--- config.mk ---
export PLATFORM = sky130hd
export DESIGN_NAME = sync_gray_ptr_level
export DESIGN_NICKNAME = d
export VERILOG_FILES = /design/src/rtl/sync_gray_ptr_level.sv
export SDC_FILE = /design/constraint.sdc
export NUM_CORES = 1
export LEC_CHECK = 0
export ABC_AREA = 0
export CORE_MARGIN = 1
export CORE_UTILIZATION = 51
export DETAILED_ROUTE_END_ITERATION = 7
export PLACE_DENSITY = 0.85
export SYNTH_ARGS = -nofsm -noshare
export SYNTH_HDL_FRONTEND = slang
export SYNTH_SLANG_ARGS = --single-unit
export TNS_END_PERCENT = 100
--- constraint.sdc ---
create_clock -name r_clk_i -period 3.5 [get_ports r_clk_i]
set_input_delay 0.525 -clock r_clk_i [delete_from_list [all_inputs] [get_ports r_clk_i]]
set_output_delay 0.525 -clock r_clk_i [all_outputs]
set_load 0.02 [all_outputs]
--- src/rtl/sync_gray_ptr_level.sv ---
// Read-domain side of the async FIFO: synchronises the Gray write pointer,
// converts it to binary and derives fill level, empty flags and sticky debug errors.
module sync_gray_ptr_level #(
  parameter int ADDR_SIZE   = 8,
  parameter int SYNC_STAGES = 2,
  parameter int AE_THRESH   = 4
) (
  input  logic               r_clk_i,
  input  logic               r_rst_i,
  input  logic [ADDR_SIZE:0] w_ptr_gray_i,
  input  logic [ADDR_SIZE:0] r_ptr_bin_i,
  input  logic               err_clr_i,
  output logic [ADDR_SIZE:0] r_w_ptr_gray_o,
  output logic [ADDR_SIZE:0] r_w_ptr_bin_o,
  output logic [ADDR_SIZE:0] level_o,
  output logic               empty_o,
  output logic               almost_empty_o,
  output logic               ptr_valid_o,
  output logic               gray_err_o,
  output logic               level_err_o
);

  localparam int PW = ADDR_SIZE + 1;
  localparam logic [PW-1:0] DEPTH      = PW'(2 ** ADDR_SIZE);
  localparam logic [PW-1:0] AE_LIMIT   = PW'(AE_THRESH);
  localparam logic [2:0]    FLUSH_LAST = 3'(SYNC_STAGES + 1);

  if ((SYNC_STAGES < 2) || (SYNC_STAGES > 4)) begin : g_bad_stages
    $error("sync_gray_ptr_level: SYNC_STAGES must be 2..4");
  end
  if ((AE_THRESH < 0) || (AE_THRESH > (2 ** ADDR_SIZE))) begin : g_bad_thresh
    $error("sync_gray_ptr_level: AE_THRESH must be 0..2**ADDR_SIZE");
  end

  function automatic logic [PW-1:0] gray2bin(input logic [PW-1:0] g);
    logic [PW-1:0] b;
    b[PW-1] = g[PW-1];
    for (int i = PW - 2; i >= 0; i--) begin
      b[i] = b[i+1] ^ g[i];
    end
    return b;
  endfunction

  // True when more than one bit differs between a and b.
  function automatic logic multi_bit_change(input logic [PW-1:0] a, input logic [PW-1:0] b);
    logic [PW-1:0] x;
    logic          seen;
    logic          multi;
    x     = a ^ b;
    seen  = 1'b0;
    multi = 1'b0;
    for (int i = 0; i < PW; i++) begin
      multi = multi | (seen & x[i]);
      seen  = seen | x[i];
    end
    return multi;
  endfunction

  logic [PW-1:0] sync_q [SYNC_STAGES];
  logic [PW-1:0] sync_d [SYNC_STAGES];
  logic [PW-1:0] prev_q, prev_d;
  logic [PW-1:0] bin_q, bin_d;
  logic [2:0]    flush_q, flush_d;
  logic          valid_q, valid_d;
  logic          gray_err_q, gray_err_d;
  logic          level_err_q, level_err_d;
  logic [PW-1:0] level_s;

  // Modulo subtraction: the extra wrap bit makes pointer wrap-around transparent.
  always_comb begin
    level_s = bin_q - r_ptr_bin_i;
  end

  always_comb begin
    sync_d[0] = w_ptr_gray_i;
    for (int k = 1; k < SYNC_STAGES; k++) begin
      sync_d[k] = sync_q[k-1];
    end
    prev_d = sync_q[SYNC_STAGES-1];
    bin_d  = gray2bin(sync_q[SYNC_STAGES-1]);
    if (flush_q == FLUSH_LAST) begin
      flush_d = flush_q;
    end else begin
      flush_d = flush_q + 3'd1;
    end
    valid_d     = (flush_d == FLUSH_LAST);
    // Set has priority over clear when both happen on the same edge.
    gray_err_d  = (valid_q & multi_bit_change(sync_q[SYNC_STAGES-1], prev_q))
                | (gray_err_q & ~err_clr_i);
    level_err_d = (valid_q & (level_s > DEPTH)) | (level_err_q & ~err_clr_i);
  end

  always_ff @(posedge r_clk_i) begin
    if (!r_rst_i) begin
      for (int k = 0; k < SYNC_STAGES; k++) begin
        sync_q[k] <= {PW{1'b0}};
      end
      prev_q      <= {PW{1'b0}};
      bin_q       <= {PW{1'b0}};
      flush_q     <= 3'd0;
      valid_q     <= 1'b0;
      gray_err_q  <= 1'b0;
      level_err_q <= 1'b0;
    end else begin
      for (int k = 0; k < SYNC_STAGES; k++) begin
        sync_q[k] <= sync_d[k];
      end
      prev_q      <= prev_d;
      bin_q       <= bin_d;
      flush_q     <= flush_d;
      valid_q     <= valid_d;
      gray_err_q  <= gray_err_d;
      level_err_q <= level_err_d;
    end
  end

  assign r_w_ptr_gray_o = sync_q[SYNC_STAGES-1];
  assign r_w_ptr_bin_o  = bin_q;
  assign level_o        = level_s;
  assign ptr_valid_o    = valid_q;
  assign empty_o        = (level_s == {PW{1'b0}}) | ~valid_q;
  assign almost_empty_o = (level_s <= AE_LIMIT) | ~valid_q;
  assign gray_err_o     = gray_err_q;
  assign level_err_o    = level_err_q;

endmodule

==> flow_summary.yaml <==
floorplan:
  fp-row-count: 21
  die_w_microns: 62.8
  ios: 53
  die_area_sq_um: 3940
  die_y_microns: 62.8
  core_sq_um: 3440
  start_util: 0.547
sta:
  hold_viol: 0
  fin_crit_sh: 0.968
  whs_ns: 0.439
  timing.final.ws_setup_ns: 0.112
  max_slew_margin: 0.717
  fmax_ghz: 0.295
  finClkSkew_ns: 0.00674
  period_needed_ns: 3.39
  setup-tns-final_ns: 0
  setup_viol: 0
  drv_slew: 0
  worst_pin_slew_ns: 0.425
setup_path:
  crit_type: "input pin to primary output"
  cp.required_ns: 2.97
  cp_slowest_cell: "clkdlybuf4s50_1"
  cp.arrival_ns: 2.86
  r2r-end: "level_err_o"
  cp_max_fo: 3
  cp_cell_sequence: "clkdlybuf4s50_1, inv_1, ha_1, nor2b_1, a221oi_1, o311ai_2, nor4_2, nand3_1, o21ai_1, buf_4"
  worstSetupEndpointType: "primary output"
  reg2reg_depth: 11
  startpoint_type: "input pin"
  r2r-start: "r_w_ptr_bin_o[0]"
  r2r_slack_ns: 1.07
  slowest_delay_ns: 0.46
synth:
  yosysWarningCount: 0
  synth_cells: 191
  synthTopCellsByArea: "dfxtp_1 44%, and2_1 9.0%, xnor2_1 6.0%"
  syn_area_per_cell_sq_um: 9.86
  synthesis.nets: 222
  synth_top_area_frac: 0.436
  ys_seq_area_frac: 0.436
  async_flop_share: 0
  synth_cell_type_count: 39
  synth_edf_count: 0
  synth-main-ff-cell: "dfxtp_1"
  synth-seq-cells: 41
  syn_area_sq_um: 1880
  synth_top_area_cell: "dfxtp_1"
grt:
  overflow: 0
  first_global_vias: 1459
  grt_max_degree: 32
  grt_use_total: 0.201
  antenna_found_initial: 0
  grt_pass1_wl_microns: 6230
clock_tree:
  path_clk_slew_ns: 0.08
  cts_sinks: 41
  ctsHoldBuffers: 0
  cts-root-buf: "clkbuf_8"
  cts.path.max_buffers: 2
  numCtsBuffers: 5
  htree_levels: 2
  clk-insertion-delay-late_ns: 0.29
  cts_tree: "built"
placed_design:
  dp_hpwl_microns: 2710
  gp_congestion: 0.862
  portBuffers: 52
  dp_cells: 294
  postPlaceCellArea_sq_um: 2510
  pre_cts_ws_ns: -0.431
power_and_ir_drop:
  p_int_mw: 0.881
  p_leak_nw: 1.13
  total_power_mw: 1.29
  power.density_nw_per_um2: 488
  swShare: 0.319
  seqPwrFrac: 0.407
  comb_power_share: 0.366
  p_sw_mw: 0.413
  clockPowerShare: 0.227
  ir_drop_mv: 0.311
finish:
  drive_above_1_share: 0.154
  ff_latch_area_sq_um: 821
  diodes: 0
  area_delta_synth_final_pct: 40.7
  nets: 290
  multiInputGateArea_sq_um: 1010
  fillers: 253
  final_util: 0.770
  fin_cells: 306
  fin_area_sq_um: 2650
drt:
  drc: 0
  drt_iter0_drc: 94
  wl_per_cell_microns: 12.0
  drt-pass1-iter-count: 4
  ant_nets: 0
  via_per_inst: 4.97
  drt-total-wl_microns: 3660
  dr_total_vias: 1520
job:
  max-cap-violations: 0
outcome:
  status: "finished, final reports clean"
worst_hold_path:
  holdPathEnd: "sync_q[0][15]"
  worstHoldPathType: "flip-flop to flip-flop"
  hp-start: "sync_q[0][6]"
  hold_path_depth: 1
## Yosys cell counts, types with 2 or more instances
cell and number:
a21oi_1 4, and2_1 27, and2_2 4, and3_1 2, buf_4 2, clkbuf_1 3
dfxtp_1 41, ha_1 9, inv_1 13, maj3_1 3, nand2_1 3, nand2b_1 3
nand3_1 5, nor2_1 11, nor2b_1 2, nor3_1 7, nor3b_1 2, nor4_1 2
o21a_1 3, o21ai_0 5, o311ai_1 2, xnor2_1 13, xnor3_2 2, xor2_1 7
xor2_2 2
## logic make-up after synthesis
logic type | share of synthesized area
buffers and inverters | 0.0419
muxes | 0.00532
DFF | 0.436
xor gates and xnor gates | 0.136
AOI/OAI and AO/OA | 0.0844
adders and majority gates | 0.0864
and+or+nand+nor | 0.211
## metal layers
layer,vias to the layer above,wire length [microns],global-route usage
li1,769,-,-
met5,-,0,0
met3,6,207,0.0511
met2,57,1830,0.353
met4,0,55,0.0669
met1,688,1560,0.238
## final cells by class
type | count | share of cell area
multi-input combinational | 131 | 0.382
inverter | 14 | 0.0198
sequential | 41 | 0.310
tap | 46 | 0.0217
clock inverter | 2 | 0.00567
clock buffer | 6 | 0.0274
timing repair buffer | 66 | 0.233
## power by group through the flow
stage / clock network [mW] / registers (mW) / logic [mW]
5_1_grt: 0.320 / 0.531 / 0.514
2_1_floorplan: 0 / 0.556 / 0.238
3_5_place_dp: 0 / 0.537 / 0.447
3_3_place_gp: 0 / 0.535 / 0.439
6_report: 0.294 / 0.526 / 0.474
4_1_cts: 0.299 / 0.526 / 0.451
## critical path: cells and delay by family
| kind | cells | cell delay, ns |
|---|---|---|
| AND/OR/NAND/NOR | 3 | 0.57 |
| AO/OA/AOI/OAI | 3 | 0.79 |
| buffers and inverters | 3 | 0.67 |
| adder cells (fa/ha/maj) | 1 | 0.32 |
## worst max-delay path by stage
stage | from | endpoint | slack [ns] | depth (start not counted)
after global placement | r_ptr_bin_i[0] | empty_o | -0.31 | 11
final | r_ptr_bin_i[4] | empty_o | 0.11 | 10
after global routing | r_ptr_bin_i[5] | almost_empty_o | -0.03 | 10
after floorplan | r_ptr_bin_i[4] | empty_o | 0.37 | 8
after detailed placement | r_ptr_bin_i[0] | empty_o | -0.43 | 11
after CTS | r_ptr_bin_i[4] | empty_o | -0.01 | 10
## flip-flops by register name (all words and copies together) (netlist names)
register       flops
level_err_o        1
prev_q             9
ptr_valid_o        1
gray_err_o         1
flush_q            3
r_w_ptr_bin_o      8
sync_q            18
## timing repair
item / in CTS / in global routing
pin swaps: 1 / 9
buffers inserted: 0 / 4
gates resized for setup: 9 / 15
endpoints found under the setup margin: 3 / 6
## placed cells by master (no fill, tap or decap), types with 3 or more instances in the layout
cell type,Yosys,final
nor2_1,11,11
clkdlybuf4s50_1,0,47
ha_1,9,8
o21a_1,3,3
nand3_1,5,5
a21oi_1,4,3
xnor2_1,13,13
nor3_1,7,7
nand2b_1,3,3
and2_1,27,27
inv_1,13,12
dfxtp_1,41,41
and2_2,4,4
clkbuf_8,0,5
buf_4,2,15
o21ai_0,5,3
maj3_1,3,3
nand2_1,3,3
xor2_1,7,7
Note: power is estimated with default switching activity, not from simulation.
